`src/rtl/tff_bist_pkg.sv`:
```
// Shared types and constants for the tff_s self-test driver.
package tff_bist_pkg;

    // One stimulus step as driven onto the flip-flop under test.
    typedef struct packed {
        logic rst_n;
        logic pre_n;
        logic t;
    } step_t;

    localparam int NSTEPS = 12;
    localparam int STEP_W = 4;

    // Quiet values on the DUT pins whenever no program is running.
    localparam step_t IDLE_DRIVE = 3'b110;

    // Stimulus program, packed as {rst_n, pre_n, t}.
    localparam step_t STEP_TABLE [NSTEPS] = '{
        3'b010, 3'b110, 3'b111, 3'b110, 3'b111, 3'b111,
        3'b110, 3'b100, 3'b110, 3'b111, 3'b001, 3'b110
    };

    typedef enum logic [1:0] {
        ST_IDLE = 2'd0,
        ST_RUN  = 2'd1,
        ST_DONE = 2'd2
    } state_t;

    // Table lookup that falls back to idle values outside the program.
    function automatic step_t step_at(input logic [STEP_W-1:0] idx);
        if (int'(idx) < NSTEPS) begin
            return STEP_TABLE[idx];
        end
        return IDLE_DRIVE;
    endfunction

endpackage

```
`src/rtl/tff_ref_model.sv`:
```
// Golden T flip-flop: reset beats preset beats toggle, advanced only when enabled.
module tff_ref_model
    import tff_bist_pkg::*;
(
    input  logic CLK,
    input  logic rst,
    input  logic en,
    input  logic T,
    input  logic pre_n,
    input  logic rst_n,
    output logic q
);

    // Reference state register, evaluated on the same pin values the DUT sees.
    always_ff @(posedge CLK) begin
        if (rst) begin
            q <= 1'b0;
        end else if (en) begin
            if (!rst_n) begin
                q <= 1'b0;
            end else if (!pre_n) begin
                q <= 1'b1;
            end else begin
                q <= q ^ T;
            end
        end
    end

endmodule

```
`src/rtl/tff_bist_driver.sv`:
```
// Self-test driver/checker for a tff_s flip-flop sharing CLK: plays a fixed
// 12-step program, compares DUT Q to a golden model and reports the result.
module tff_bist_driver
    import tff_bist_pkg::*;
#(
    parameter int HOLD  = 4,
    parameter int ERR_W = 4
) (
    input  logic             CLK,
    input  logic             rst,
    input  logic             start,
    output logic             T_o,
    output logic             pre_n_o,
    output logic             rst_n_o,
    input  logic             Q_i,
    output logic             busy,
    output logic             done,
    output logic             pass,
    output logic [ERR_W-1:0] err_cnt,
    output logic [3:0]       first_err_step
);

    localparam int CYC_W = (HOLD > 1) ? $clog2(HOLD) : 1;

    state_t             state;
    state_t             state_nxt;
    logic [STEP_W-1:0]  step;
    logic [CYC_W-1:0]   cyc;
    step_t              drive;
    logic               model_q;
    logic               step_end;
    logic               last_step;
    logic               mismatch;

    assign T_o     = drive.t;
    assign pre_n_o = drive.pre_n;
    assign rst_n_o = drive.rst_n;

    assign step_end  = (cyc == CYC_W'(HOLD - 1));
    assign last_step = (step == STEP_W'(NSTEPS - 1));

    // First cycle of each step is settle time, so sync and async pre/rst DUTs both agree.
    assign mismatch = (state == ST_RUN) && (cyc != '0) && (Q_i != model_q);

    tff_ref_model u_model (
        .CLK   (CLK),
        .rst   (rst),
        .en    (state == ST_RUN),
        .T     (drive.t),
        .pre_n (drive.pre_n),
        .rst_n (drive.rst_n),
        .q     (model_q)
    );

    // FSM state register.
    always_ff @(posedge CLK) begin
        if (rst) begin
            state <= ST_IDLE;
        end else begin
            state <= state_nxt;
        end
    end

    // Next-state decode and status outputs.
    always_comb begin
        // NOTE: every combinational output gets a default first so no path leaves it unassigned (no latch).
        state_nxt = state;
        busy      = 1'b0;
        done      = 1'b0;
        unique case (state)
            ST_IDLE: begin
                if (start) begin
                    state_nxt = ST_RUN;
                end
            end
            ST_RUN: begin
                busy = 1'b1;
                if (step_end && last_step) begin
                    state_nxt = ST_DONE;
                end
            end
            ST_DONE: begin
                done      = 1'b1;
                state_nxt = ST_IDLE;
            end
            default: state_nxt = ST_IDLE;
        endcase
    end

    // Step/cycle counters, registered pin drive, error tally and verdict.
    always_ff @(posedge CLK) begin
        // NOTE: sequential state uses non-blocking assignments so every register samples pre-edge values.
        if (rst) begin
            step           <= '0;
            cyc            <= '0;
            drive          <= IDLE_DRIVE;
            err_cnt        <= '0;
            first_err_step <= '0;
            pass           <= 1'b0;
        end else begin
            case (state)
                ST_IDLE: begin
                    if (start) begin
                        step           <= '0;
                        cyc            <= '0;
                        drive          <= step_at(STEP_W'(0));
                        err_cnt        <= '0;
                        first_err_step <= '0;
                        pass           <= 1'b0;
                    end
                end
                ST_RUN: begin
                    if (mismatch) begin
                        if (!(&err_cnt)) begin
                            err_cnt <= err_cnt + ERR_W'(1);
                        end
                        if (err_cnt == '0) begin
                            first_err_step <= step;
                        end
                    end
                    if (step_end) begin
                        cyc <= '0;
                        if (last_step) begin
                            drive <= IDLE_DRIVE;
                            // Verdict includes a mismatch found on this final checked cycle.
                            pass  <= (err_cnt == '0) && !mismatch;
                        end else begin
                            step  <= step + STEP_W'(1);
                            drive <= step_at(step + STEP_W'(1));
                        end
                    end else begin
                        cyc <= cyc + CYC_W'(1);
                    end
                end
                default: begin
                    drive <= IDLE_DRIVE;
                end
            endcase
        end
    end

endmodule
```
`config.mk`:
```
export PLATFORM = sky130hd
export DESIGN_NAME = tff_bist_driver
export DESIGN_NICKNAME = d
export VERILOG_FILES = /design/src/rtl/tff_bist_pkg.sv /design/src/rtl/tff_ref_model.sv /design/src/rtl/tff_bist_driver.sv
export SDC_FILE = /design/constraint.sdc
export NUM_CORES = 1
export LEC_CHECK = 0
export ABC_AREA = 1
export CAP_MARGIN = 5
export CELL_PAD_IN_SITES_DETAIL_PLACEMENT = 0
export CELL_PAD_IN_SITES_GLOBAL_PLACEMENT = 2
export CORE_ASPECT_RATIO = 1.2
export CORE_UTILIZATION = 26
export DETAILED_ROUTE_END_ITERATION = 8
export PLACE_DENSITY_LB_ADDON = 0.3
export SYNTH_ARGS = -nofsm -noshare
export SYNTH_HDL_FRONTEND = slang
export SYNTH_SLANG_ARGS = --single-unit
```
`constraint.sdc`:
```
create_clock -name CLK -period 1.4 [get_ports CLK]
set_input_delay 0.35 -clock CLK [delete_from_list [all_inputs] [get_ports CLK]]
set_output_delay 0.35 -clock CLK [all_outputs]
set_load 0.03 [all_outputs]
```
==> qor.txt, run 1 <==
Outcome: complete, but fails checks
Failing checks: DRC
WL per Instance: 11.5 µm
RSZ-0062 raised after global routing: true
CP startpoint: state[0]
WL final: 3.40 mm
Num rows: 28
Total congestion overflow: 0
I/O pin count: 18
ANT cells: 0
GR Util All Layers: 14.4%
CP max stage delay: 0.34 ns
Critical path, cell by cell: inv_2, nor2_4, buf_6, buf_6
Critical path required time: 1.05 ns
Vias in the first global route: 1358
Area of the multi-input gates: 826 µm²
Clock root buffer: clkbuf_8
Final Max Tran Viols: 0
Mapped Cells: 198
Synth-to-Final Area Change: 36.3%
Lkg Pwr: 0.794 nW
Worst-Margin Slew: 0.299 ns
Routed vias: 1332
HPWL after detailed placement: 2.66 mm
R2R Setup Slk: 0.10 ns
Dpl ws: -0.341 ns
Stages on worst setup path: 4
Core Util, Final: 36.5%
Period utilization: 96.5%
Yosys Warn Count: 0
Synth top area cells: dfxtp_1 (32%), nand2_1 (17%), inv_1 (7.7%)
GPL Wtd Cong: 0.786
Yosys top cell by area: dfxtp_1
CTS Buffer Depth: 2
# setup viols final: 0
Seq/Total Area, Yosys: 32.0%
Peak Freq: 0.741 GHz
Avg Cell Area, Syn: 6.64 µm²
Setup crit end kind: primary output
Reg2Reg Capture Point: step[1]
Antenna violations before repair: 0
Slew headroom: 80.2%
Post-synth top area share: 32.0%
Die width: 66.9 µm
CP arrival: 1.00 ns
Via density: 4.50
Clock sink count: 21
Setup ws final: 0.0496 ns
Worst skew pair latency: 0.26 ns
ANT nets after route: 0
Fillers: 544
WP buf/inv: 3
Net Count, Synth: 210
I/O Buffers: 17
Synthesized flop and latch total: 21
Worst min path class: reg -> reg
Total Power: 0.00140 W
Final net count: 249
CP max-delay cell: dfxtp_2
Detailed Route Iter0 Violations: 21
Hold Fails Final Rpt: 0
Starting density of the core: 26.8%
End of the critical path: busy
Area of the core: 0.00490 mm²
CP Max Fanout: 3
Setup CP Type: reg -> out
Max-cap viol count: 0
Power per cell area: 780 mW/mm²
Drt pass-1 iters: 6
Layout cell share with drive strength beyond 1: 28.0%
First-pass GRT wire length: 5.90 mm
Residual DRC count: 1
Storage cell area: 427 µm²
Kind of cell adding the most delay to the critical path: flip-flops
Worst Skew: 0.00942 ns
Die Area: 0.00535 mm²
Reg2reg start: cyc[0]
Largest net degree at the start of global routing: 13
CTS tree: yes
Worst vdd ir: 0.285 mV
FF-to-FF path depth: 9
H-tree levels: 1
Cts bufs inserted: 3
DIE HEIGHT: 79.9 µm
Mapped Area: 0.00132 mm²
Synth unique cells: 21
CTS clk-pin slew, worst paths: 0.09 ns
CP most frequent cell: buf_6
CP Launch Type: register
Min Clock Period, post-route: 1.35 ns
sequential cells by signal (all words and copies together), names as in the netlist:
register,count
cyc,2
step,4
state,2
u_model.q,1
first_err_step,4
rst_n_o,1
T_o,1
pre_n_o,1
err_cnt,4
pass,1
worst reg2reg max path, cell delays in order, from the launching register on:
cell,delay (ns)
dfxtp_1,0.31
buf_4,0.13
ha_1,0.22
inv_1,0.10
nand2_4,0.08
nand2_4,0.09
inv_2,0.05
nand2_2,0.08
nand2_1,0.06
a21oi_2,0.12
synthesized netlist by cell type, drive strengths merged:
cell type and number:
ha 8, nand3 13, inv 30, buf 2
xor2 1, o21ai 5, or2 1, clkbuf 2
nor2 20, nand4 10, o211ai 1, nor4 1
dfxtp 21, nand2 65, a21oi 18
cell usage in the layout (no fill, tap or decap), drive strengths merged, types with 5 or more instances in the layout:
master   n
ha       8
buf     29
a21oi   18
o21ai    5
inv     30
nand2   66
dfxtp   21
nor2    20
nand4   10
nand3   13
cells by family (layout without fill, tap and decap cells):
group | Yosys count | in the layout | share of synthesized area [%]
DFF | 21 | 21 | 32.0
xor gates and xnor gates | 1 | 1 | 0.666
AOI/OAI and AO/OA | 24 | 24 | 9.32
adders and majority gates | 8 | 8 | 7.61
buffers and inverters | 34 | 71 | 11.1
and+or+nand+nor | 110 | 111 | 39.3
stage by stage:
stage          std cells  cell area, µm²   TNS, ns  hold slack, ns
2_1_floorplan        198            1320         0           0.456
3_3_place_gp         289            1640     -2.85           0.455
3_5_place_dp         289            1640     -2.85           0.460
4_1_cts              296            1730         0           0.470
5_1_grt              296            1790  -0.00218           0.480
6_report             296            1790         0           0.466
routing by layer:
layer | vias to the layer above | part of all wire [%] | GRT usage, %
met5 | - | 0 | 0
met4 | 0 | 2.2 | 6.17
met3 | 6 | 1.6 | 1.71
met2 | 14 | 49 | 24.3
met1 | 602 | 47 | 17.9
li1 | 710 | - | -
timing repair:
| action | 4_1_cts | 5_1_grt |
|---|---|---|
| pin swaps | 1 | 3 |
| gates resized for setup | 12 | 19 |
| cloned | 1 | 0 |
| endpoints found under the setup margin | 8 | 18 |
| setup buffers | 2 | 0 |
| endpoints found under the hold margin | 0 | 0 |
| hold buffers | 0 | 0 |
where the power goes:
part	switching (W)	internal (W)
registers	0.0000197	0.000620
logic	0.000208	0.000143
clock network	0.000210	0.000198
layout make-up:
cell class	count	share of cell area (%)
clock inverters	1	0.279
clock buffers	3	2.30
well taps	60	4.19
multi-input cells	144	46.1
repair buffers	37	17.0
inverters	30	6.28
flip-flops and latches	21	23.8
worst min path at each step:
stage                 startpoint                end  slack [ns]  cells past startpoint
2_1_floorplan             cyc[1]             cyc[1]        0.46                      2
3_3_place_gp   first_err_step[1]  first_err_step[1]        0.45                      2
3_5_place_dp   first_err_step[0]  first_err_step[0]        0.46                      2
4_1_cts        first_err_step[0]  first_err_step[0]        0.47                      2
5_1_grt        first_err_step[0]  first_err_step[0]        0.48                      2
6_report       first_err_step[3]  first_err_step[3]        0.47                      2
No activity file was read; power rests on OpenSTA's default activity.
==> inputs of run 2 (changes only) <==
--- a/config.mk
+++ b/config.mk
@@ -6,12 +6,13 @@
 export NUM_CORES = 1
 export LEC_CHECK = 0
 export ABC_AREA = 1
-export CAP_MARGIN = 5
+export CAP_MARGIN = 20
 export CELL_PAD_IN_SITES_DETAIL_PLACEMENT = 0
 export CELL_PAD_IN_SITES_GLOBAL_PLACEMENT = 2
 export CORE_ASPECT_RATIO = 1.2
-export CORE_UTILIZATION = 26
+export CORE_UTILIZATION = 30
 export DETAILED_ROUTE_END_ITERATION = 8
+export DONT_BUFFER_PORTS = 1
 export PLACE_DENSITY_LB_ADDON = 0.3
 export SYNTH_ARGS = -nofsm -noshare
 export SYNTH_HDL_FRONTEND = slang
==> run 2 against run 1 <==
Net effect:
- the run now ends clean
- flip-flop and latch count unchanged
- routed wire length down 5.2%
- core utilization grew 1.2 points
- largest cell class unchanged
- maximum frequency fell by 1.1%
- hold slack got worse by 0.33 ns
- total power shrank 4.0%
- clock skew decreased by 0.0059 ns
- largest power group unchanged
==> qor.txt, run 2 (synthesis gave the netlist of run 1 again) <==
Outcome: finished clean
CTS Buffer Depth: 2
Antenna violations before repair: 0
Layout cell share with drive strength beyond 1: 21.2%
Lkg Pwr: 0.679 nW
Detailed Route Iter0 Violations: 62
RSZ-0062 raised after global routing: true
Via density: 4.74
CP Launch Type: register
Die width: 62.4 µm
CP Max Fanout: 4
Commonest cells after routing, fill and taps aside: nand2_1 (58), inv_1 (26), nor2_1 (18), a21oi_1 (18), dfxtp_1 (13)
Worst hold margin: 0.140 ns
I/O pin count: 18
Max-cap viol count: 0
Slew headroom: 72.7%
DIE HEIGHT: 74.5 µm
Min Clock Period, post-route: 1.37 ns
Setup ws final: 0.0342 ns
ANT nets after route: 0
Routed vias: 1269
WL final: 3.22 mm
Commonest non-fill, non-tap cell in the layout: nand2_1
Die Area: 0.00465 mm²
Largest registers: err_cnt x4, first_err_step x4, step x4
Clock sink count: 21
CP arrival: 1.02 ns
First-pass GRT wire length: 5.36 mm
Setup CP Type: reg -> out
Hold Fails Final Rpt: 0
Cts bufs inserted: 3
Peak Freq: 0.732 GHz
Clock root buffer: clkbuf_8
Vias in the first global route: 1192
Dpl ws: -0.0571 ns
Final Max Tran Viols: 0
Fillers: 449
Power per cell area: 842 mW/mm²
Starting density of the core: 31.1%
Residual DRC count: 0
CTS tree: yes
Worst skew pair latency: 0.26 ns
Hold Path Depth: 1
ANT cells: 0
Worst vdd ir: 0.268 mV
Largest net degree at the start of global routing: 20
Total congestion overflow: 0
H-tree levels: 1
Design area: 0.00159 mm²
Worst-Margin Slew: 0.409 ns
Placed instance area: 0.00144 mm²
WL per Instance: 12.0 µm
GR Util All Layers: 14.6%
Num rows: 26
Worst min path class: in -> reg
I/O Buffers: 0
Critical path required time: 1.05 ns
Area of the core: 0.00423 mm²
Worst Skew: 0.00349 ns
Setup crit end kind: primary output
HPWL after detailed placement: 2.43 mm
FF-to-FF path depth: 6
GPL Wtd Cong: 0.878
# setup viols final: 0
Synth-to-Final Area Change: 21.2%
Drt pass-1 iters: 4
Final net count: 225
Period utilization: 97.6%
CTS clk-pin slew, worst paths: 0.08 ns
run 2: cell count changes in the layout (fill, tap and decap cells not counted), moves of 2 or more:
cell	previous run	this run
nand3_1	7	9
buf_6	3	1
nand2_2	6	2
nor2_1	16	18
buf_4	26	11
clkdlybuf4s50_1	3	0
nand2_1	55	58
dlygate4sd2_1	3	0
nor2_2	3	1
clkdlybuf4s15_1	2	0
dfxtp_4	0	3
dfxtp_1	16	13
run 2: critical path: stages (launching register included):
cell	delay [ns]
dfxtp_4	0.38
inv_4	0.04
nor2_4	0.10
buf_6	0.12
buf_8	0.12
run 2: layout make-up:
cell class | count | area, µm² | area share [%]
timing repair buffer | 14 | 129 | 8.08
sequential | 21 | 438 | 27.5
multi-input combinational | 143 | 796 | 49.9
clock buffer | 3 | 41.3 | 2.59
clock inverter | 1 | 5.00 | 0.314
tap | 56 | 70.1 | 4.40
inverter | 30 | 115 | 7.22
run 2: power breakdown:
group	switching [W]	leakage, nW	internal, W
Combinational	0.000167	0.479	0.000102
Sequential	0.0000376	0.175	0.000616
Clock	0.000220	0.0255	0.000198
run 2: what timing repair did:
| item | CTS | global route |
|---|---|---|
| resized for setup | 9 | 14 |
| pin swaps | 2 | 3 |
| setup buffers | 3 | 0 |
| setup endpoints to repair | 2 | 17 |
| hold buffers | 0 | 0 |
run 2: through the flow:
step                      cells  total power [W]  setup TNS [ns]  utilization [%]
after floorplan             198         0.000857               0                -
after global placement      261         0.000898         -0.0263             33.9
after detailed placement    261         0.000901         -0.0571             33.9
after CTS                   268          0.00134        -0.00492             36.4
after global routing        268          0.00141         -0.0398             37.7
final                       268          0.00134               0             37.7
run 2: path summary, 6_finish.rpt:
kind / startpoint / end / slack, ns
setup / recovery: state[0] / busy / 0.03
hold / removal: rst / err_cnt[1] / 0.14
setup reg to reg: state[1] / pass / 0.11
hold reg to reg: cyc[0] / cyc[0] / 0.48
run 2: routing by layer:
layer	GRT usage (%)	routed length, µm	vias up
met5	0	0	-
met4	4.65	34	0
met3	2.91	108	4
met2	27.2	1660	14
met1	16.9	1420	593
li1	-	-	658
